===== config.mk =====
export PLATFORM = sky130hd
export DESIGN_NAME = ps2_key_sequencer
export DESIGN_NICKNAME = d
export VERILOG_FILES = /design/src/rtl/ps2_key_sequencer.sv
export SDC_FILE = /design/constraint.sdc
export NUM_CORES = 1
export LEC_CHECK = 0
export ABC_AREA = 1
export CAP_MARGIN = 30
export CORE_MARGIN = 10
export CORE_UTILIZATION = 50
export DETAILED_ROUTE_END_ITERATION = 8
export GPL_TIMING_DRIVEN = 0
export HOLD_SLACK_MARGIN = 0.1
export MAX_ROUTING_LAYER = met4
export PLACE_DENSITY = 0.74
export SLEW_MARGIN = 15
export SYNTH_ARGS = -nofsm -noshare
export SYNTH_HDL_FRONTEND = slang
export SYNTH_SLANG_ARGS = --single-unit

===== constraint.sdc =====
create_clock -name clk -period 4.6 [get_ports clk]
set_input_delay 0.92 -clock clk [delete_from_list [all_inputs] [get_ports clk]]
set_output_delay 0.92 -clock clk [all_outputs]
set_load 0.1 [all_outputs]

===== src/rtl/ps2_key_sequencer.sv =====
// ps2_key_sequencer
// ------------------
// Pops scan-code bytes from the PS/2 receiver FIFO and decodes the E0
// (extended) and F0 (break) prefixes. It tracks the one key shown on the
// segment display: its code, whether it was extended, whether it is still
// held, and how many distinct presses have been seen.
//
// Each byte goes through three states, IDLE -> POP -> EVAL -> IDLE. The
// receiver therefore gets the EVAL cycle to update ps2_ready before it is
// sampled again.
//
// Ports
//   clk            system clock
//   rst            asynchronous, active-low reset
//   ps2_ready      receiver FIFO non-empty
//   ps2_data       FIFO head byte, valid while ps2_ready is high
//   ps2_overflow   receiver FIFO overflow (level)
//   clr_cnt        synchronous clear of press_cnt and ovf_flag
//   ps2_nextdata_n active-low pop strobe, one cycle per byte
//   key_code       scan code of the displayed key
//   key_ext        displayed key was E0-prefixed
//   key_held       displayed key currently pressed (segment enable)
//   press_cnt      count of new key presses, wraps
//   make_pulse     one-cycle strobe: new key registered
//   break_pulse    one-cycle strobe: displayed key released
//   timeout_pulse  one-cycle strobe: pending prefix discarded
//   ovf_flag       sticky overflow indicator
module ps2_key_sequencer #(
   parameter int TIMEOUT_CYC = 4096,
   parameter int CNT_W       = 8
) (
   input  logic             clk,
   input  logic             rst,
   input  logic             ps2_ready,
   input  logic [7:0]       ps2_data,
   input  logic             ps2_overflow,
   input  logic             clr_cnt,
   output logic             ps2_nextdata_n,
   output logic [7:0]       key_code,
   output logic             key_ext,
   output logic             key_held,
   output logic [CNT_W-1:0] press_cnt,
   output logic             make_pulse,
   output logic             break_pulse,
   output logic             timeout_pulse,
   output logic             ovf_flag
);

   localparam int TW = $clog2(TIMEOUT_CYC + 1);
   localparam logic [TW-1:0] TMO_LAST = TW'(TIMEOUT_CYC - 1);

   typedef enum logic [2:0] {
      IDLE = 3'b001,
      POP  = 3'b010,
      EVAL = 3'b100
   } state_t;

   state_t           state_q, state_d;
   logic [7:0]       byte_q, byte_d;
   logic             nextdata_n_q, nextdata_n_d;
   logic [7:0]       key_code_q, key_code_d;
   logic             key_ext_q, key_ext_d;
   logic             key_held_q, key_held_d;
   logic [CNT_W-1:0] press_cnt_q, press_cnt_d;
   logic             make_q, make_d;
   logic             break_q, break_d;
   logic             timeout_q, timeout_d;
   logic             ovf_q, ovf_d;
   logic             ext_pend_q, ext_pend_d;
   logic             brk_pend_q, brk_pend_d;
   logic [TW-1:0]    tmo_cnt_q, tmo_cnt_d;
   logic             same_key;

   // The byte matches the displayed key only if both the code and the
   // extended flag agree and the key is still down.
   assign same_key = key_held_q && (byte_q == key_code_q) && (ext_pend_q == key_ext_q);

   // Next-state logic. Pulses default low so each lasts exactly one cycle.
   // make/break come only from EVAL and timeout only from IDLE, so they
   // can never overlap.
   always_comb begin
      state_d      = state_q;
      byte_d       = byte_q;
      nextdata_n_d = 1'b1;
      key_code_d   = key_code_q;
      key_ext_d    = key_ext_q;
      key_held_d   = key_held_q;
      press_cnt_d  = press_cnt_q;
      make_d       = 1'b0;
      break_d      = 1'b0;
      timeout_d    = 1'b0;
      ovf_d        = ovf_q;
      ext_pend_d   = ext_pend_q;
      brk_pend_d   = brk_pend_q;
      tmo_cnt_d    = '0;

      case (state_q)
         IDLE: begin
            if (ps2_ready) begin
               byte_d       = ps2_data;
               nextdata_n_d = 1'b0;
               state_d      = POP;
            end else if ((ext_pend_q || brk_pend_q) && !ps2_overflow) begin
               // A prefix with no follow-up byte is dropped after the idle budget.
               if (tmo_cnt_q == TMO_LAST) begin
                  ext_pend_d = 1'b0;
                  brk_pend_d = 1'b0;
                  timeout_d  = 1'b1;
               end else begin
                  tmo_cnt_d = tmo_cnt_q + TW'(1);
               end
            end
            // After an overflow a partially received sequence cannot be trusted.
            if (ps2_overflow) begin
               ext_pend_d = 1'b0;
               brk_pend_d = 1'b0;
            end
         end
         POP: begin
            state_d = EVAL;
         end
         EVAL: begin
            state_d = IDLE;
            if (byte_q == 8'hE0) begin
               ext_pend_d = 1'b1;
            end else if (byte_q == 8'hF0) begin
               brk_pend_d = 1'b1;
            end else begin
               if (brk_pend_q) begin
                  if (same_key) begin
                     key_held_d = 1'b0;
                     break_d    = 1'b1;
                  end
               end else if (!same_key) begin
                  // Typematic repeats of the held key fall through unchanged.
                  key_code_d  = byte_q;
                  key_ext_d   = ext_pend_q;
                  key_held_d  = 1'b1;
                  press_cnt_d = press_cnt_q + CNT_W'(1);
                  make_d      = 1'b1;
               end
               ext_pend_d = 1'b0;
               brk_pend_d = 1'b0;
            end
         end
         default: begin
            state_d = IDLE;
         end
      endcase

      // clr_cnt beats a same-cycle increment, and overflow beats clr_cnt for the flag.
      if (clr_cnt) begin
         press_cnt_d = '0;
         ovf_d       = 1'b0;
      end
      if (ps2_overflow) begin
         ovf_d = 1'b1;
      end
   end

   // All state and outputs are registered here. Reset releases the pop
   // strobe at once, so a byte in flight is never popped.
   always_ff @(posedge clk or negedge rst) begin
      if (!rst) begin
         state_q      <= IDLE;
         byte_q       <= '0;
         nextdata_n_q <= 1'b1;
         key_code_q   <= '0;
         key_ext_q    <= 1'b0;
         key_held_q   <= 1'b0;
         press_cnt_q  <= '0;
         make_q       <= 1'b0;
         break_q      <= 1'b0;
         timeout_q    <= 1'b0;
         ovf_q        <= 1'b0;
         ext_pend_q   <= 1'b0;
         brk_pend_q   <= 1'b0;
         tmo_cnt_q    <= '0;
      end else begin
         state_q      <= state_d;
         byte_q       <= byte_d;
         nextdata_n_q <= nextdata_n_d;
         key_code_q   <= key_code_d;
         key_ext_q    <= key_ext_d;
         key_held_q   <= key_held_d;
         press_cnt_q  <= press_cnt_d;
         make_q       <= make_d;
         break_q      <= break_d;
         timeout_q    <= timeout_d;
         ovf_q        <= ovf_d;
         ext_pend_q   <= ext_pend_d;
         brk_pend_q   <= brk_pend_d;
         tmo_cnt_q    <= tmo_cnt_d;
      end
   end

   assign ps2_nextdata_n = nextdata_n_q;
   assign key_code       = key_code_q;
   assign key_ext        = key_ext_q;
   assign key_held       = key_held_q;
   assign press_cnt      = press_cnt_q;
   assign make_pulse     = make_q;
   assign break_pulse    = break_q;
   assign timeout_pulse  = timeout_q;
   assign ovf_flag       = ovf_q;

endmodule

# --- Word level (Yosys, flattened, before mapping) ---
# Cells that the tools add are included.
classes:
  add_sub_neg: 2
  n_eq_ne: 20
  mux: 43
  n_bitwise: 4
  reduce_logical: 14
op_table:
  columns: ["cell", "n"]
  rows:
  - ["$mux 13", 4]
  - ["$mux 8", 6]
  - ["$mux 1", 29]
  - ["$reduce_and 5->1", 5]
  - ["$eq 8x8->1 const B", 2]
  - ["$ne 2x2->1 const B", 7]
  - ["$add 13x1->13 const B", 1]
  - ["$eq 13x12->1 const B", 1]
  - ["$ne 3x3->1 const B", 4]
  - ["$add 8x1->8 const B", 1]
  - ["$eq 8x8->1", 1]
  - ["$pmux 3 s2", 1]
  - ["$reduce_bool 2->1", 3]
  - ["$not 1->1", 4]
  - ["$pmux 1 s2", 2]
  - ["$eq 3x1->1 const B", 1]
  - ["$eq 3x2->1 const B", 1]
  - ["$eq 3x3->1 const B", 1]
  - ["$logic_and 1x1->1", 3]
  - ["$mux 3", 1]
  - ["$ne 2x1->1 const B", 1]
  - ["$reduce_and 2->1", 1]
  - ["$eq 1x1->1", 1]
  - ["$logic_not 1->1", 1]
  - ["$logic_or 1x1->1", 1]
totals:
  regBits: 49
  input_bits: 13
  out_inout_bits: 23
  word_cells: 97

# --- Longest topological paths before layout ---
# Gate-level depths: netlist of run 1.
depth:
  word_depth: 9
  mapped_depth: 13

# --- Least setup slack after synthesis of run 1 ---
# Ideal clock, no wire load.
synth_timing:
  path_kind: "register to register"
  start: "reg key_code_q[5] (netlist: key_code[5])"
  end: "reg key_code_q[6] (netlist: key_code[6])"
  setup_ps: 121
  arrival_time_ps: 2244
  required_time_ps: 4479
  setup_slack_ps: 2234
  stages_incl_launch_ff: 14
  path_buffers: 1
  synth_period_minus_slack_ps: 2366
  path_cell_list: "dfrtp_1 > inv_1 > nand2_1 > nand2_1 > nor2_1 > nand2_1 > nor2_1 > nand2_2 > ha_1 > inv_1 > nor2_8 > buf_12 > nand2_4 > o21ai_2"
synth_via:
  elab_chain_cells: 5
synth_rtl:
  columns: ["element", "line", "rtl"]
  rows:
  - ["from (decl)", "61", "logic [7:0] key_code_q, key_code_d;"]
  - ["from (signal assigned)", "183", "key_code_q <= key_code_d;"]
  - ["$eq 8x8->1", "76", "assign same_key = key_held_q && (byte_q == key_code_q) && (ext_pend_q == key_ext_q);"]
  - ["$logic_and 1x1->1 (2 in a row)", "76", null]
  - ["$not 1->1 (no line)", null, null]
  - ["$reduce_and 5->1 (no line)", null, null]
# Every way passes these cells.
# A chain may end at the register's enable or synchronous reset.

# --- Worst setup path after layout of run 1 ---
layout_timing:
  start: "reg press_cnt_q[4] (netlist: press_cnt[4])"
  end: "out press_cnt[4]"
layout_lines:
  columns: ["element", "line", "rtl"]
  rows:
  - ["from (decl)", "64", "logic [CNT_W-1:0] press_cnt_q, press_cnt_d;"]
  - ["from (signal assigned)", "186", "press_cnt_q <= press_cnt_d;"]
  - ["to (decl)", "42", "output logic [CNT_W-1:0] press_cnt,"]
# No word-level cell between the ends.

==> summary.txt, run 1 <==
Outcome
  – Status: finished clean

Place
  – Gpl congestion: 0.801
  – Placed cell areas: 0.00302 sq mm
  – Post-DP HPWL: 4030 um
  – I/O Buffers: 35

CTS
  – Clock Root Buffer: clkbuf_8
  – Clock Sinks: 49
  – H-tree levels: 2
  – Clock tree buffer depth: 2
  – Quantity of gates resized following cts: 0
  – Postcts setup bufs: 0
  – CTS tree: built
  – Clock buffer count from CTS: 5
  – Clock slew at reported path FFs: 90 ps
  – Hold Buf Count CTS: 0
  – Worst skew pair latency: 310 ps

Setup path
  – Crit Path Class: reg2out
  – CP max FO: 6
  – Worst path cell trace: clkdlybuf4s50_1
  – Nature of the critical path startpoint: flop
  – WP buf/inv: 1
  – Largest delay contributor family on the critical path: buffers and inverters
  – CP max stage cell: clkdlybuf4s50_1
  – R2R setup slack: 2720 ps
  – CP Capture Type: primary output
  – CP Data Required Time: 3680 ps
  – CP max stage delay: 1170 ps
  – Worst endpoint data arrival time: 1940 ps

Timing
  – Setup TNS: 0 ps
  – FMAX: 349 MHz
  – Endpoints failing hold: 0
  – Worst slew margin: 34.7%
  – Skew final: 15.3 ps
  – RSZ-0062 raised after global routing: no
  – Crit share post-route: 62.2%
  – Tightest Pin Transition: 976 ps
  – Final Slew Violations: 0
  – Min Clock Period, post-route: 2860 ps
  – # setup viols final: 0
  – Hold Slack: 454 ps

Cells and area
  – FILL cells: 461
  – Share of cells above drive strength 1: 11.0%
  – Commonest non-fill, non-tap cells in the layout: nand2_1 (86), dfrtp_1 (47), inv_1 (44), clkdlybuf4s50_1 (34), nor2_1 (30)
  – Inserted Diodes: 0
  – Layout Utilization: 61.5%
  – Fin nets: 368
  – Design area: 0.00310 sq mm
  – Layout area overhead: 20.8%
  – Most common cell after layout, fill and taps aside: nand2_1

Route
  – DRT Pass-1 Iters: 4
  – Drt drc: 0
  – Total wire length: 5350 um
  – Vias/cell: 4.88
  – Via Count: 2066
  – DR WL/cell: 12.6 um
  – Starting DRT DRC Count: 168
  – Antenna Violating Nets Remaining: 0

Power and ir drop
  – LEAKAGE: 1.47 nW
  – VDD IR max: 356 uV
  – Power per Cell Area: 490 mW/mm^2

Global route
  – Largest net degree at the start of global routing: 29
  – Vias in the first global route: 2064
  – First-pass GRT wire length: 9450 um
  – Initial antenna violation count: 0
  – Remaining global-route overflow: 0
  – GRT Overall Usage: 13.8%

Synth
  – Seq/Total Area, Yosys: 47.9%
  – Synthesized area: 0.00256 sq mm
  – Mean post-synth cell area: 8.30 sq um
  – Main synth FF type: dfrtp_1
  – Post-synth EDFFs: 0
  – Synthesized net count: 325
  – Synth unique cells: 36
  – Yosys Warn Count: 0
  – FFs w/ async S/R, synth: 100%
  – Yosys top cell area share: 45.9%
  – Synth area leader: dfrtp_1
  – Cells after Synth: 309
  – Synth top area cells: dfrtp_1 (46%), nand2_1 (13%), inv_1 (6.4%)
  – Synth Register Bits: 49

Floorplanning
  – Die area: 0.00840 sq mm
  – Die height: 91.6 um
  – # IOs: 36
  – Row count: 26
  – Initial core utilization: 50.9%
  – Die Wd: 91.6 um
  – CORE AREA: 0.00504 sq mm

Worst hold path
  – Worst min path class: reg2reg

Job
  – Maxcap violations: 0
-- registers in the layout, indices dropped and copies added (netlist names) --
name and flops:
break_pulse 1, tmo_cnt_q 13, ovf_flag 1, press_cnt 8, state_q 3, timeout_pulse 1, brk_pend_q 1, byte_q 8
key_code 8, key_ext 1, make_pulse 1, ext_pend_q 1, ps2_nextdata_n 1, key_held 1
-- power breakdown --
group	switching [W]	leakage [nW]	internal, W
Sequential	0.0000784	0.651	0.000514
Clock	0.000140	0.0422	0.000107
Combinational	0.000493	0.780	0.000188
Total	0.000711	1.47	0.000809
-- per-layer routing --
layer | track usage, % | vias to the layer above | routed length [um]
li1 | - | 1066 | -
met1 | 16.7 | 972 | 2520
met2 | 22.6 | 26 | 2640
met3 | 3.18 | 2 | 163
met4 | 3.39 | 0 | 29
met5 | - | - | 0
-- final timing paths --
kind / start / endpoint / depth (start not counted)
setup / recovery: press_cnt[4] / press_cnt[4] / 1
min in group asynchronous: rst / tmo_cnt_q[3] / 1
hold / removal: state_q[2] / state_q[2] / 1
max in group asynchronous: rst / state_q[0] / 2
hold reg to reg: state_q[2] / state_q[2] / 1
setup reg to reg: key_code[7] / key_code[6] / 11
-- through the flow --
stage	worst slack, ps	instances	power (W)
floorplan	2230	309	0.00111
global placement	1200	414	0.00127
detailed placement	2060	415	0.00128
CTS	1720	423	0.00153
global route	1660	423	0.00162
finish	1740	423	0.00152
-- final cells by class --
cell class / instances / area, sq um / share of cell area (%)
inverters: 45 / 169 / 5.45
flip-flops and latches: 49 / 1230 / 39.6
multi-input cells: 211 / 1130 / 36.5
plain buffers: 4 / 37.5 / 1.21
well taps: 70 / 87.6 / 2.83
clock inverters: 1 / 5.00 / 0.161
clock buffers: 7 / 76.3 / 2.46
repair buffers: 36 / 365 / 11.8
-- cell usage after synthesis, types with 2 or more instances --
| master | instances |
|---|---|
| dfstp_2 | 2 |
| inv_1 | 44 |
| dfrtp_1 | 47 |
| nor2_2 | 5 |
| o21ai_2 | 8 |
| nand3_1 | 20 |
| a21oi_1 | 3 |
| xor2_1 | 8 |
| xnor2_1 | 2 |
| nor2_1 | 30 |
| o21ai_0 | 10 |
| nand2_2 | 3 |
| buf_2 | 2 |
| nand4_1 | 11 |
| nor2_8 | 2 |
| nor3_1 | 3 |
| nand2_1 | 86 |
| ha_1 | 3 |
| nand2_4 | 2 |
| a31oi_1 | 2 |
-- cells by family after synthesis --
kind of cell	share of synthesized area, %
buffers and inverters	8.05
flip-flops	47.9
adder cells (fa/ha/maj)	1.46
XOR/XNOR	3.41
AO/OA/AOI/OAI	7.95
AND/OR/NAND/NOR	31.2
(Power assumes the default switching activity.)
==> run 2, diff against run 1 <==
- clock period: 4.6 -> 2.7 ns (I/O delays scaled with it)
==> results of run 2 <==
The final DEF is identical to that of run 1. Status: finished clean.
Among the figures that moved: setup slack after placement 2060 ps -> 536 ps; setup slack after layout 1740 ps -> 218 ps; hold slack 454 ps -> 205 ps; register-to-register setup slack 2720 ps -> 820 ps; total power 0.00152 W -> 0.00259 W; worst IR drop on VDD 356 uV -> 607 uV
